`src/rtl/reg_bus_arbiter.sv`:
```
// rtl/reg_bus_arbiter.sv - round-robin sharing of one register-file port between SPI strobes and an internal master
// Optional feature: ACCESS_TIMEOUT_EN aborts a stalled register-file access after TIMEOUT_CYCLES.
module reg_bus_arbiter #(
  parameter int                 ADDR_W         = 8,
  parameter int                 DATA_W         = 32,
  parameter int                 TIMEOUT_CYCLES = 256,
  parameter logic [DATA_W-1:0]  ERR_DATA       = 32'hDEADDEAD
) (
  input  logic              clk,
  input  logic              rst,
  input  logic [ADDR_W-1:0] spi_addr,
  input  logic [DATA_W-1:0] spi_wdata,
  input  logic              spi_write,
  input  logic              spi_read,
  output logic [DATA_W-1:0] spi_rdata,
  output logic              spi_rvalid,
  output logic              spi_overrun,
  input  logic              int_req,
  input  logic              int_we,
  input  logic [ADDR_W-1:0] int_addr,
  input  logic [DATA_W-1:0] int_wdata,
  output logic              int_gnt,
  output logic              int_done,
  output logic [DATA_W-1:0] int_rdata,
  output logic              rf_req,
  output logic              rf_we,
  output logic [ADDR_W-1:0] rf_addr,
  output logic [DATA_W-1:0] rf_wdata,
  input  logic [DATA_W-1:0] rf_rdata,
  input  logic              rf_ack,
  output logic              busy,
  output logic              timeout_err
);

  typedef enum logic [1:0] {ST_IDLE, ST_ACCESS, ST_RESP} state_t;
  localparam logic SRC_SPI = 1'b0;
  localparam logic SRC_INT = 1'b1;

  state_t            state_q, state_d;
  logic              pend_q, pend_d;
  logic              pend_we_q, pend_we_d;
  logic [ADDR_W-1:0] pend_addr_q, pend_addr_d;
  logic [DATA_W-1:0] pend_wdata_q, pend_wdata_d;
  logic              last_q, last_d;
  logic              owner_q, owner_d;
  logic              rf_req_q, rf_req_d;
  logic              rf_we_q, rf_we_d;
  logic [ADDR_W-1:0] rf_addr_q, rf_addr_d;
  logic [DATA_W-1:0] rf_wdata_q, rf_wdata_d;
  logic [DATA_W-1:0] rdata_q, rdata_d;
  logic              gnt_q, gnt_d;
  logic              ovr_q, ovr_d;
  logic              spi_strobe, spi_issue, int_issue;

`ifdef ACCESS_TIMEOUT_EN
  localparam int CNT_W = $clog2(TIMEOUT_CYCLES) + 1;
  logic [CNT_W-1:0] cnt_q, cnt_d;
  logic             err_q, err_d;
`endif

  always_comb begin
    spi_strobe = spi_write | spi_read;
    spi_issue  = 1'b0;
    int_issue  = 1'b0;
    if (state_q == ST_IDLE) begin
      if (pend_q && int_req) begin
        if (last_q == SRC_INT) spi_issue = 1'b1;
        else                   int_issue = 1'b1;
      end else if (pend_q) begin
        spi_issue = 1'b1;
      end else if (int_req) begin
        int_issue = 1'b1;
      end
    end
  end

  always_comb begin
    state_d      = state_q;
    pend_d       = pend_q;
    pend_we_d    = pend_we_q;
    pend_addr_d  = pend_addr_q;
    pend_wdata_d = pend_wdata_q;
    last_d       = last_q;
    owner_d      = owner_q;
    rf_req_d     = rf_req_q;
    rf_we_d      = rf_we_q;
    rf_addr_d    = rf_addr_q;
    rf_wdata_d   = rf_wdata_q;
    rdata_d      = rdata_q;
    gnt_d        = 1'b0;
    ovr_d        = 1'b0;
`ifdef ACCESS_TIMEOUT_EN
    cnt_d        = cnt_q;
    err_d        = 1'b0;
`endif

    // The buffer slot frees in the same cycle it is issued, so a strobe then is kept.
    if (spi_issue) pend_d = 1'b0;
    if (spi_strobe) begin
      if (!pend_q || spi_issue) begin
        pend_d       = 1'b1;
        pend_we_d    = spi_write;
        pend_addr_d  = spi_addr;
        pend_wdata_d = spi_wdata;
      end else begin
        ovr_d = 1'b1;
      end
    end

    case (state_q)
      ST_IDLE: begin
        if (spi_issue) begin
          state_d    = ST_ACCESS;
          rf_req_d   = 1'b1;
          rf_we_d    = pend_we_q;
          rf_addr_d  = pend_addr_q;
          rf_wdata_d = pend_wdata_q;
          owner_d    = SRC_SPI;
          last_d     = SRC_SPI;
        end else if (int_issue) begin
          state_d    = ST_ACCESS;
          rf_req_d   = 1'b1;
          rf_we_d    = int_we;
          rf_addr_d  = int_addr;
          rf_wdata_d = int_wdata;
          owner_d    = SRC_INT;
          last_d     = SRC_INT;
          gnt_d      = 1'b1;
        end
`ifdef ACCESS_TIMEOUT_EN
        cnt_d = '0;
`endif
      end
      ST_ACCESS: begin
        if (rf_ack) begin
          rf_req_d = 1'b0;
          rdata_d  = rf_rdata;
          state_d  = ST_RESP;
`ifdef ACCESS_TIMEOUT_EN
        end else if (cnt_q == CNT_W'(TIMEOUT_CYCLES - 1)) begin
          rf_req_d = 1'b0;
          rdata_d  = ERR_DATA;
          err_d    = 1'b1;
          state_d  = ST_RESP;
        end else begin
          cnt_d = cnt_q + 1'b1;
`endif
        end
      end
      ST_RESP: begin
        state_d = ST_IDLE;
      end
      default: begin
        state_d  = ST_IDLE;
        rf_req_d = 1'b0;
      end
    endcase
  end

  always_ff @(posedge clk or posedge rst) begin
    if (rst) begin
      state_q      <= ST_IDLE;
      pend_q       <= 1'b0;
      pend_we_q    <= 1'b0;
      pend_addr_q  <= '0;
      pend_wdata_q <= '0;
      last_q       <= SRC_INT;
      owner_q      <= SRC_SPI;
      rf_req_q     <= 1'b0;
      rf_we_q      <= 1'b0;
      rf_addr_q    <= '0;
      rf_wdata_q   <= '0;
      rdata_q      <= '0;
      gnt_q        <= 1'b0;
      ovr_q        <= 1'b0;
`ifdef ACCESS_TIMEOUT_EN
      cnt_q        <= '0;
      err_q        <= 1'b0;
`endif
    end else begin
      state_q      <= state_d;
      pend_q       <= pend_d;
      pend_we_q    <= pend_we_d;
      pend_addr_q  <= pend_addr_d;
      pend_wdata_q <= pend_wdata_d;
      last_q       <= last_d;
      owner_q      <= owner_d;
      rf_req_q     <= rf_req_d;
      rf_we_q      <= rf_we_d;
      rf_addr_q    <= rf_addr_d;
      rf_wdata_q   <= rf_wdata_d;
      rdata_q      <= rdata_d;
      gnt_q        <= gnt_d;
      ovr_q        <= ovr_d;
`ifdef ACCESS_TIMEOUT_EN
      cnt_q        <= cnt_d;
      err_q        <= err_d;
`endif
    end
  end

  assign rf_req      = rf_req_q;
  assign rf_we       = rf_we_q;
  assign rf_addr     = rf_addr_q;
  assign rf_wdata    = rf_wdata_q;
  assign int_gnt     = gnt_q;
  assign spi_overrun = ovr_q;
  assign spi_rdata   = rdata_q;
  assign int_rdata   = rdata_q;
  assign spi_rvalid  = (state_q == ST_RESP) && (owner_q == SRC_SPI) && !rf_we_q;
  assign int_done    = (state_q == ST_RESP) && (owner_q == SRC_INT);
  assign busy        = (state_q != ST_IDLE) || pend_q;
`ifdef ACCESS_TIMEOUT_EN
  assign timeout_err = err_q;
`else
  assign timeout_err = 1'b0;
`endif

endmodule
```
`config.mk`:
```
export PLATFORM = sky130hd
export DESIGN_NAME = reg_bus_arbiter
export DESIGN_NICKNAME = d
export VERILOG_FILES = /design/src/rtl/reg_bus_arbiter.sv
export SDC_FILE = /design/constraint.sdc
export NUM_CORES = 1
export LEC_CHECK = 0
export ABC_AREA = 1
export CORE_UTILIZATION = 42
export DETAILED_ROUTE_END_ITERATION = 7
export GPL_ROUTABILITY_DRIVEN = 0
export GPL_TIMING_DRIVEN = 0
export PLACE_DENSITY = 0.76
export SLEW_MARGIN = 25
export SYNTH_ARGS = -nofsm -noshare
export SYNTH_HDL_FRONTEND = slang
export SYNTH_SLANG_ARGS = --single-unit
```
`constraint.sdc`:
```
create_clock -name clk -period 6.4 [get_ports clk]
set_clock_uncertainty 0.2 [all_clocks]
set_input_delay 1.92 -clock clk [delete_from_list [all_inputs] [get_ports clk]]
set_output_delay 1.92 -clock clk [all_outputs]
set_load 0.05 [all_outputs]
```
---- After elaboration in Yosys (flattened, before gate mapping) ----
Index checks and enable logic that the tools add are counted.
word-level totals
  output and inout bits ................... 112
  bits in registers ....................... 122
operators by class
  reductions and logical operators ........ 16
  muxes and demuxes ....................... 32
  equal/unequal tests ..................... 4
  bitwise operators ....................... 3
operators by type and width
  operator                                             number
  two-way mux 32 bit                                   2
  two-way mux 1 bit                                    23
  two-way mux 8 bit                                    2
  AND reduction 2 bit                                  4
  two-way mux 2 bit                                    3
  logical AND 1 bit                                    4
  case mux 2 bit (2 select lines)                      1
  nonzero test 2 bit                                   2
  inequality test 3 bit, second input constant         1
  case mux 1 bit (3 select lines)                      1
  AND reduction 3 bit                                  1
  equality test 2 x 1 -> 1 bit, second input constant  1
  equality test 2 bit, second input constant           1
  logical NOT 1 bit                                    2
  logical NOT 2 bit                                    1
  logical OR 1 bit                                     2
  inequality test 2 bit, second input constant         1
  NOT 1 bit                                            2
  bitwise OR 1 bit                                     1

---- Depth between registers and ports, before layout ----
Gate-level depths: netlist of run 1.
  depth in word-level cells ............... 7
  depth in mapped cells ................... 8

---- Worst setup path before layout of run 1 ----
Ideal clock, no wire load.
  path type ............................... register to output
  start point ............................. register rf_we_q (netlist: rf_we)
  end point ............................... output spi_rvalid
  setup slack ............................. 2,565 ps
  data required time ...................... 4,280 ps
  stages on the path, launching flop included .. 2
  buffers on the path ..................... 0
  arrival ................................. 1,715 ps
  cells stage by stage .................... dfrtp_1 -> nor3_1
on the way
  word-level cells in the longest chain between the ends .. 2
ends and longest elaborated chain
  element                 RTL line  text
  start, declared         47        logic rf_we_q, rf_we_d;
  start signal, assigned  189       rf_we_q <= rf_we_d;
  logical NOT 1 bit       210       assign spi_rvalid = (state_q == ST_RESP) && (owner_q == SRC_SPI) && !rf_we_q;
  logical AND 1 bit       210
  end, declared           16        output logic spi_rvalid,
Every way passes these cells.

---- Final worst setup path of run 1 ----
  start point ............................. register pend_q
  end point ............................... output busy
on the way
  word-level cells in the longest chain between the ends .. 1
ends and longest elaborated chain
  element                 RTL line  text
  start, declared         40        logic pend_q, pend_d;
  start signal, assigned  182       pend_q <= pend_d;
  logical OR 1 bit        212       assign busy = (state_q != ST_IDLE) || pend_q;
  end, declared           31        output logic busy,
Every way passes these cells.

==> flow_summary_export.csv, run 1 <==
group,metric,value,unit
sta,setup_viol,0,
synth,yosysWarnings,0,
global_routing,grt_first_pass_wirelength,26.5,mm
global_routing,overflow,0,
clock_tree,cts-buffers-inserted,17,
layout,fin_nets,1108,
detailed_routing,postRouteWirelength,16.5,mm
clock_tree,tritoncts_num_sinks,122,
worst_hold_path,min-delay-start,"pend_wdata_q[17]",
die,fp.dieW,119,um
critical_path,slowest_delay,0.85,ns
critical_path,critical_path.cell_chain,"buf_2 > inv_1 > nand2_1 > clkdlybuf4s50_1",
die,initial_utilization,0.433,
critical_path,worst_setup_path_startpoint,"pend_q",
sta,timing.fmax,243,MHz
placement,preCtsSetupSlack,2.45,ns
detailed_routing,drtAntennaViolNets,0,
synth,synth_cells,740,
die,design.die.area,0.0142,sq mm
global_routing,largest_net_degree_at_the_start_of_global_routing,71,
clock_tree,ctsHoldBuffers,0,
synth,ys_seq_elements,122,
sta,post-route-min-period,4.12,ns
synth,synth_area_per_cell,7.78,sq um
synth,synthDistinctLibCells,21,
detailed_routing,first_iter_violations,285,
placement,portBuffers,229,
clock_tree,root_buffer,"sky130_fd_sc_hd__clkbuf_16",
sta,drv_slew,0,
layout,antenna_cells_inserted,0,
clock_tree,worstSkewPairLatency,0.41,ns
critical_path,cp_slowest_cell,"sky130_fd_sc_hd__clkdlybuf4s50_1",
die,die_height,119,um
run_status,status,"completed",
clock_tree,post_cts.repair.setup_buffers,0,
critical_path,type_of_element_capturing_the_critical_path,"output port",
power_and_ir_drop,power.density,621,mW/mm^2
power_and_ir_drop,max-vdd-ir-drop,267,uV
placement,hpwlAfterDp,12.3,mm
clock_tree,cts.repair.resized,0,
layout,finalCoreUtilization,0.672,
layout,area.growth.synth_to_final,55.1,%
worst_hold_path,hold_path.class,"reg2reg",
die,placeableCoreArea,0.0133,sq mm
layout,post_route_cells_drive_above_1_share,0.0908,
critical_path,required,4.28,ns
job,timing.max_cap.violations,0,
clock_tree,ctsHtreeMaxLevel,4,
detailed_routing,detail_route.drc_violations,0,
sta,fin_tns_setup,0,ns
sta,rsz0062_at_grt,"false",
clock_tree,clk_pin_slew_worst_paths,0.06,ns
detailed_routing,dr.pass1.iters,5,
global_routing,antenna_found_initial,0,
critical_path,rr_startpoint,"last_q",
placement,dp.cells,1146,
sta,timing.final.crit_share,0.643,
global_routing,gr-usage-all-layers,0.241,
critical_path,worst-endpoint-arrival,2.00,ns
synth,seq_area_frac_synth,0.530,
clock_tree,cts_buffer_depth,2,
sta,maxSlewHeadroom,0.608,
critical_path,worst_r2r_path_cells,8,
critical_path,path_max_fanout,9,
sta,final_hold_viol_count,0,
global_routing,grt_pass1_vias,5346,
power_and_ir_drop,p_total,5.55,mW
critical_path,critical_path_class,"reg2out",
power_and_ir_drop,p_leak,4.60,nW
detailed_routing,total_number_of_vias,5539,
die,fp-row-count,42,
synth,netlist_area,0.00576,sq mm
critical_path,critical_path.startpoint_type,"flip-flop",
synth,synth_nets,859,
sta,setup_ws,2.28,ns
sta,timing_worst_slew_pin_value,0.586,ns
layout,finalNonFillerCells,1178,
critical_path,r2r_slack,4.39,ns
die,design.portCount,231,
critical_path,timing.critical_path.to,"busy",
clock_tree,tritoncts,"built",
detailed_routing,routedWlPerCell,14.0,um
critical_path,critical_path.reg2reg.endpoint,"pend_addr_q[4]",
detailed_routing,vias_per_cell,4.70,
## stage by stage
step	area, sq um	hold WS, ns
6_report	8930	0.268
5_1_grt	8930	0.287
4_1_cts	8930	0.272
3_5_place_dp	8310	0.258
3_3_place_gp	8270	0.254
2_1_floorplan	5760	0.242
## synth_stat cells
cell type                  number  area share
sky130_fd_sc_hd__a21oi_1        1     0.00087
sky130_fd_sc_hd__buf_1          1     0.00065
sky130_fd_sc_hd__buf_2         17       0.015
sky130_fd_sc_hd__buf_4         33       0.043
sky130_fd_sc_hd__clkbuf_1      25       0.016
sky130_fd_sc_hd__conb_1         1     0.00065
sky130_fd_sc_hd__dfrtp_1      121        0.53
sky130_fd_sc_hd__dfstp_2        1      0.0046
sky130_fd_sc_hd__inv_1         93       0.061
sky130_fd_sc_hd__inv_2          1     0.00065
sky130_fd_sc_hd__nand2_1      309        0.20
sky130_fd_sc_hd__nand2_2        2      0.0022
sky130_fd_sc_hd__nand3_1       84       0.073
sky130_fd_sc_hd__nand3_2        1      0.0017
sky130_fd_sc_hd__nand4_1       41       0.045
sky130_fd_sc_hd__nor2_1         2      0.0013
sky130_fd_sc_hd__nor2_4         1      0.0020
sky130_fd_sc_hd__nor3_1         1     0.00087
sky130_fd_sc_hd__o211ai_1       1      0.0013
sky130_fd_sc_hd__o21ai_0        3      0.0026
sky130_fd_sc_hd__o21ai_2        1      0.0015
## layout by cell type, fill, tap and decap left out, drive strengths merged
master,instances
nand4,41
clkbuf,42
inv,95
nor2,3
clkinvlp,4
dfstp,1
a21oi,1
nand2,311
clkinv,6
o211ai,1
conb,1
bufinv,4
nand3,85
dfrtp,121
nor3,1
o21ai,4
clkdlybuf4s50,229
buf,52
## registers in the layout, summed over array words and instances, names as in the netlist, 2 cells and up
signal,count
int_rdata,32
pend_addr_q,8
pend_wdata_q,32
rf_addr,8
rf_wdata,32
state_q,2
## where the power goes
group	total, mW	switching [mW]	internal (mW)
clock	1.01	0.354	0.651
sequential	1.38	0.226	1.15
combinational	3.16	2.10	1.07
## worst max-delay path: cells and delay by family, from the launching register on
family | cells | cell delay [ns]
buf+inv | 3 | 1.17
flops | 1 | 0.31
simple gates | 1 | 0.10
## kinds of logic after synthesis
family,synth area share
buf+inv,0.136
simple gates,0.327
compound gates,0.00630
flops,0.530
other cells,0.000651
## worst min-delay path by stage
stage | to | slack (ns) | cells past startpoint
6_report | pend_wdata_q[17] | 0.27 | 2
5_1_grt | pend_addr_q[0] | 0.29 | 2
4_1_cts | pend_addr_q[0] | 0.27 | 2
3_5_place_dp | pend_wdata_q[11] | 0.26 | 2
3_3_place_gp | pend_wdata_q[17] | 0.25 | 2
2_1_floorplan | pend_addr_q[0] | 0.24 | 2
## layer usage
layer | GRT usage | vias to the layer above | wire, um
met5 | 0 | - | 0
met3 | 0.0584 | 19 | 1160
met4 | 0.0870 | 0 | 306
met2 | 0.402 | 213 | 7990
li1 | - | 2753 | -
met1 | 0.304 | 2554 | 7020
## layout make-up
| cell class | count | area, sq um |
|---|---|---|
| Sequential cell | 122 | 3050 |
| Clock buffer | 17 | 425 |
| Timing Repair Buffer | 230 | 2320 |
| Multi-Input combinational cell | 448 | 1920 |
| Buffer | 76 | 430 |
| Clock inverter | 15 | 200 |
| Tap cell | 176 | 220 |
| Fill cell | 1129 | 4360 |
| Inverter | 94 | 360 |
Power figures use the tool's default switching activity.
==> run 2: changes to the inputs <==
==> constraint.sdc (replaced) <==
create_clock -name clk -period 3.8 [get_ports clk]
set_clock_uncertainty 0.2 [all_clocks]
set_input_delay 1.14 -clock clk [delete_from_list [all_inputs] [get_ports clk]]
set_output_delay 1.14 -clock clk [all_outputs]
set_load 0.05 [all_outputs]
==> flow_summary_export.csv, run 2 (synthesized netlist as in run 1, its figures left out) <==
group,metric,value,unit
clock_tree,clk_pin_slew_worst_paths,0.05,ns
worst_hold_path,min_delay_path_depth,2,
critical_path,worst_r2r_path_cells,8,
layout,post_route_cells_drive_above_1_share,0.0906,
critical_path,timing.critical_path.to,"spi_rvalid",
global_routing,gr-usage-all-layers,0.240,
layout,mostFrequentLayoutCell,"sky130_fd_sc_hd__nand2_1",
layout,stdcell_area,0.00892,sq mm
clock_tree,ctsHoldBuffers,0,
detailed_routing,met2RoutedLength,8.00,mm
critical_path,critical_path_class,"reg2out",
run_status,status,"completed",
worst_hold_path,hold_path.class,"reg2reg",
layout,fin_nets,1111,
critical_path,required,2.46,ns
placement,placed_area,0.00836,sq mm
sta,timing.final.crit_share,0.902,
detailed_routing,first_iter_violations,287,
die,design.portCount,231,
clock_tree,cts.repair.resized,0,
die,design.die.area,0.0142,sq mm
critical_path,type_of_element_capturing_the_critical_path,"output port",
layout,area.growth.synth_to_final,54.9,%
global_routing,antenna_found_initial,0,
sta,setup_viol,0,
clock_tree,tritoncts,"built",
detailed_routing,topRoutingLayerUsed,"met4",
die,placeableCoreArea,0.0133,sq mm
critical_path,critical_path.cell_chain,"inv_1 > nand2_1 > nor3_1 > clkdlybuf4s50_1",
power_and_ir_drop,p_total,9.19,mW
sta,maxSlewHeadroom,0.608,
sta,timing_worst_slew_pin_value,0.586,ns
clock_tree,cts-buffers-inserted,17,
detailed_routing,detail_route.drc_violations,0,
critical_path,critical_path.startpoint_type,"flip-flop",
die,initial_utilization,0.433,
detailed_routing,metal_1_wl,7.13,mm
sta,setup_ws,0.371,ns
clock_tree,root_buffer,"sky130_fd_sc_hd__clkbuf_16",
layout,antenna_cells_inserted,0,
global_routing,largest_net_degree_at_the_start_of_global_routing,32,
sta,post-route-min-period,3.43,ns
clock_tree,post_cts.repair.setup_buffers,0,
placement,dp.cells,1149,
critical_path,path_max_fanout,4,
detailed_routing,drtAntennaViolNets,0,
clock_tree,tritoncts_num_sinks,122,
placement,portBuffers,229,
layout,final.fill_count,1095,
global_routing,overflow,0,
sta,timing.fmax,292,MHz
die,fp-row-count,42,
sta,final_hold_viol_count,0,
detailed_routing,total_number_of_vias,5536,
global_routing,grt_pass1_vias,5378,
global_routing,grt_first_pass_wirelength,26.5,mm
detailed_routing,postRouteWirelength,16.4,mm
placement,hpwlAfterDp,12.4,mm
die,fp.dieW,119,um
die,die_height,119,um
layout,finalNonFillerCells,1180,
sta,rsz0062_at_grt,"false",
clock_tree,cts_buffer_depth,2,
sta,drv_slew,0,
critical_path,critical_path.reg2reg.endpoint,"pend_wdata_q[3]",
placement,preCtsSetupSlack,0.672,ns
critical_path,worst-endpoint-arrival,2.09,ns
critical_path,slowest_delay,0.90,ns
power_and_ir_drop,power.density,1030,mW/mm^2
clock_tree,ctsHtreeMaxLevel,4,
job,timing.max_cap.violations,0,
critical_path,r2r_slack,1.74,ns
layout,mostFrequentLayoutCells,"309 x sky130_fd_sc_hd__nand2_1, 229 x sky130_fd_sc_hd__clkdlybuf4s50_1, 121 x sky130_fd_sc_hd__dfrtp_1",
layout,finalCoreUtilization,0.671,
detailed_routing,vias_per_cell,4.69,
critical_path,worst_setup_path_startpoint,"state_q[0]",
critical_path,cp_slowest_cell,"sky130_fd_sc_hd__clkdlybuf4s50_1",
clock_tree,worstSkewPairLatency,0.41,ns
critical_path,rr_startpoint,"last_q",
power_and_ir_drop,max-vdd-ir-drop,498,uV
power_and_ir_drop,p_leak,4.60,nW
detailed_routing,routed-wl-met3,1.01,mm
detailed_routing,routedWlPerCell,13.9,um
detailed_routing,dr.pass1.iters,5,
==> run 2: worst min-delay path by stage <==
stage                     start  slack (ns)                to
4_1_cts        pend_wdata_q[14]        0.27  pend_wdata_q[14]
3_3_place_gp    pend_wdata_q[9]        0.25   pend_wdata_q[9]
2_1_floorplan    pend_addr_q[0]        0.24    pend_addr_q[0]
3_5_place_dp   pend_wdata_q[20]        0.26  pend_wdata_q[20]
5_1_grt        pend_wdata_q[20]        0.29  pend_wdata_q[20]
6_report       pend_wdata_q[14]        0.27  pend_wdata_q[14]
==> run 2: routing by layer <==
layer  vias to the layer above  track usage
met5                         -            0
met4                         0       0.0854
met3                        24       0.0599
met2                       207        0.412
met1                      2546        0.293
li1                       2759            -
==> run 2: stage by stage <==
stage	TNS [ns]	hold WS, ns
after detailed placement	0	0.258
after floorplan	0	0.242
after global placement	-26.34	0.255
after global routing	0	0.293
final	0	0.269
after CTS	0	0.271
==> run 2: power by group <==
part / internal (mW) / switching, mW
clock: 0.977 / 0.539
combinational: 1.80 / 3.53
sequential: 1.95 / 0.397
total: 4.72 / 4.47
==> run 2: cell type report <==
class | count | area, sq um | area share
Buffer | 76 | 430 | 0.0482
Clock buffer | 24 | 502 | 0.0562
Clock inverter | 7 | 65.1 | 0.00729
Inverter | 94 | 357 | 0.0400
Multi-Input combinational cell | 448 | 1920 | 0.216
Sequential cell | 122 | 3050 | 0.342
Tap cell | 176 | 220 | 0.0247
Timing Repair Buffer | 233 | 2370 | 0.266
==> run 2: critical path: cells and delay by family (launching register included) <==
| family | cells | cell delay [ns] |
|---|---|---|
| buffers and inverters | 2 | 0.97 |
| DFF | 1 | 0.43 |
| and+or+nand+nor | 2 | 0.29 |
==> run 3: changes to the inputs <==
--- a/config.mk
+++ b/config.mk
@@ -6,12 +6,13 @@
 export NUM_CORES = 1
 export LEC_CHECK = 0
 export ABC_AREA = 1
+export CORE_MARGIN = 8
 export CORE_UTILIZATION = 42
 export DETAILED_ROUTE_END_ITERATION = 7
 export GPL_ROUTABILITY_DRIVEN = 0
 export GPL_TIMING_DRIVEN = 0
 export PLACE_DENSITY = 0.76
-export SLEW_MARGIN = 25
+export SLEW_MARGIN = 20
 export SYNTH_ARGS = -nofsm -noshare
 export SYNTH_HDL_FRONTEND = slang
 export SYNTH_SLANG_ARGS = --single-unit
==> flow_summary_export.csv, run 3 (synthesized netlist as in run 1, its figures left out) <==
group,metric,value,unit
power_and_ir_drop,p_leak,4.63,nW
die,placeableCoreArea,0.0133,sq mm
placement,placed_area,0.00836,sq mm
job,timing.max_cap.violations,0,
placement,portBuffers,229,
global_routing,antenna_found_initial,0,
global_routing,grt_first_pass_wirelength,29.7,mm
detailed_routing,drtAntennaViolNets,0,
clock_tree,cts-buffers-inserted,17,
die,fp.dieW,133,um
run_status,status,"completed",
clock_tree,clk_pin_slew_worst_paths,0.06,ns
die,initial_utilization,0.433,
sta,setup_viol,0,
critical_path,type_of_element_capturing_the_critical_path,"output port",
critical_path,required,2.46,ns
clock_tree,tritoncts,"built",
detailed_routing,vias_per_cell,4.64,
clock_tree,worstSkewPairLatency,0.42,ns
layout,area.growth.synth_to_final,55.5,%
sta,post-route-min-period,3.37,ns
clock_tree,ctsHtreeMaxLevel,4,
sta,fin_tns_setup,0,ns
critical_path,worst-endpoint-arrival,2.03,ns
global_routing,gr-usage-all-layers,0.210,
detailed_routing,first_iter_violations,291,
sta,final_hold_viol_count,0,
sta,drv_slew,0,
clock_tree,cts_buffer_depth,2,
global_routing,grt_pass1_vias,5536,
critical_path,path_max_fanout,4,
layout,post_route_cells_drive_above_1_share,0.0915,
clock_tree,cts.repair.resized,0,
die,die_height,133,um
clock_tree,root_buffer,"sky130_fd_sc_hd__clkbuf_16",
critical_path,critical_path_class,"reg2out",
layout,mostFrequentLayoutCells,"309 x sky130_fd_sc_hd__nand2_1, 229 x sky130_fd_sc_hd__clkdlybuf4s50_1, 121 x sky130_fd_sc_hd__dfrtp_1",
detailed_routing,dr.pass1.iters,4,
power_and_ir_drop,max-vdd-ir-drop,525,uV
clock_tree,post_cts.repair.setup_buffers,0,
sta,timing.fmax,297,MHz
sta,rsz0062_at_grt,"false",
worst_hold_path,hold_path.class,"reg2reg",
die,design.portCount,231,
placement,hpwlAfterDp,14.4,mm
clock_tree,ctsHoldBuffers,0,
layout,antenna_cells_inserted,0,
detailed_routing,total_number_of_vias,5477,
layout,stdcell_area,0.00896,sq mm
detailed_routing,postRouteWirelength,18.5,mm
die,fp-row-count,42,
clock_tree,tritoncts_num_sinks,122,
layout,mostFrequentLayoutCell,"sky130_fd_sc_hd__nand2_1",
power_and_ir_drop,power.density,1040,mW/mm^2
global_routing,largest_net_degree_at_the_start_of_global_routing,34,
layout,fin_nets,1111,
global_routing,overflow,0,
detailed_routing,detail_route.drc_violations,0,
critical_path,critical_path.startpoint_type,"flip-flop",
detailed_routing,routedWlPerCell,15.7,um
die,design.die.area,0.0177,sq mm
sta,timing.final.crit_share,0.886,
sta,maxSlewHeadroom,0.606,
layout,final.fill_count,1123,
sta,timing_worst_slew_pin_value,0.590,ns
run 3: cell types whose count changed in the layout (fill, tap and decap cells not counted):
cell,change
sky130_fd_sc_hd__buf_16,+1
sky130_fd_sc_hd__buf_12,-1
sky130_fd_sc_hd__clkinvlp_4,-2
sky130_fd_sc_hd__bufinv_16,+1
sky130_fd_sc_hd__clkinv_2,+2
run 3: area by class of cell:
class | instances | area (sq um) | area share
clock buffer | 24 | 502 | 0.0560
tap | 176 | 220 | 0.0246
multi-input combinational | 448 | 1920 | 0.215
buffer | 76 | 430 | 0.0481
timing repair buffer | 233 | 2380 | 0.266
inverter | 94 | 357 | 0.0398
sequential | 122 | 3050 | 0.341
clock inverter | 8 | 90.1 | 0.0101
run 3: where the power goes:
part / internal [mW] / switching [mW] / leakage [nW]
registers: 1.95 / 0.393 / 1.50
clock network: 1.04 / 0.554 / 0.300
logic: 1.80 / 3.58 / 2.83
total: 4.79 / 4.52 / 4.63
run 3: final timing paths:
kind | startpoint | end | slack, ns | depth (start not counted)
worst max-delay path | state_q[0] | spi_rvalid | 0.43 | 4
worst min-delay path | pend_wdata_q[7] | pend_wdata_q[7] | 0.27 | 2
worst max register to register | last_q | pend_wdata_q[13] | 1.77 | 8
worst min register to register | pend_wdata_q[7] | pend_wdata_q[7] | 0.27 | 2
max in group asynchronous | rst | pend_wdata_q[27] | 1.85 | 4
min in group asynchronous | rst | int_rdata[19] | 0.90 | 2
run 3: critical path, cell delays in order, from the launching register on:
cell and delay, ns:
sky130_fd_sc_hd__dfrtp_1 0.43, sky130_fd_sc_hd__inv_1 0.08, sky130_fd_sc_hd__nand2_1 0.07, sky130_fd_sc_hd__nor3_1 0.14
sky130_fd_sc_hd__clkdlybuf4s50_1 0.89
run 3: metal layers:
layer | GRT usage | routed length, um | vias up
met5 | 0 | 0 | -
met4 | 0.0649 | 229 | 0
met3 | 0.0673 | 1410 | 19
li1 | - | - | 2753
met2 | 0.350 | 8940 | 204
met1 | 0.253 | 7910 | 2501
run 3: per-stage QoR:
stage / cells / util / power [mW] / setup WS, ns / hold slack [ns]
global route: 1181 / 0.674 / 9.87 / 0.348 / 0.286
detailed placement: 1149 / 0.629 / 7.77 / 0.625 / 0.259
CTS: 1181 / 0.674 / 9.40 / 0.400 / 0.272
global placement: 1145 / 0.623 / 7.67 / -0.217 / 0.254
floorplan: 740 / - / 5.92 / 0.745 / 0.242
finish: 1181 / 0.674 / 9.32 / 0.435 / 0.267
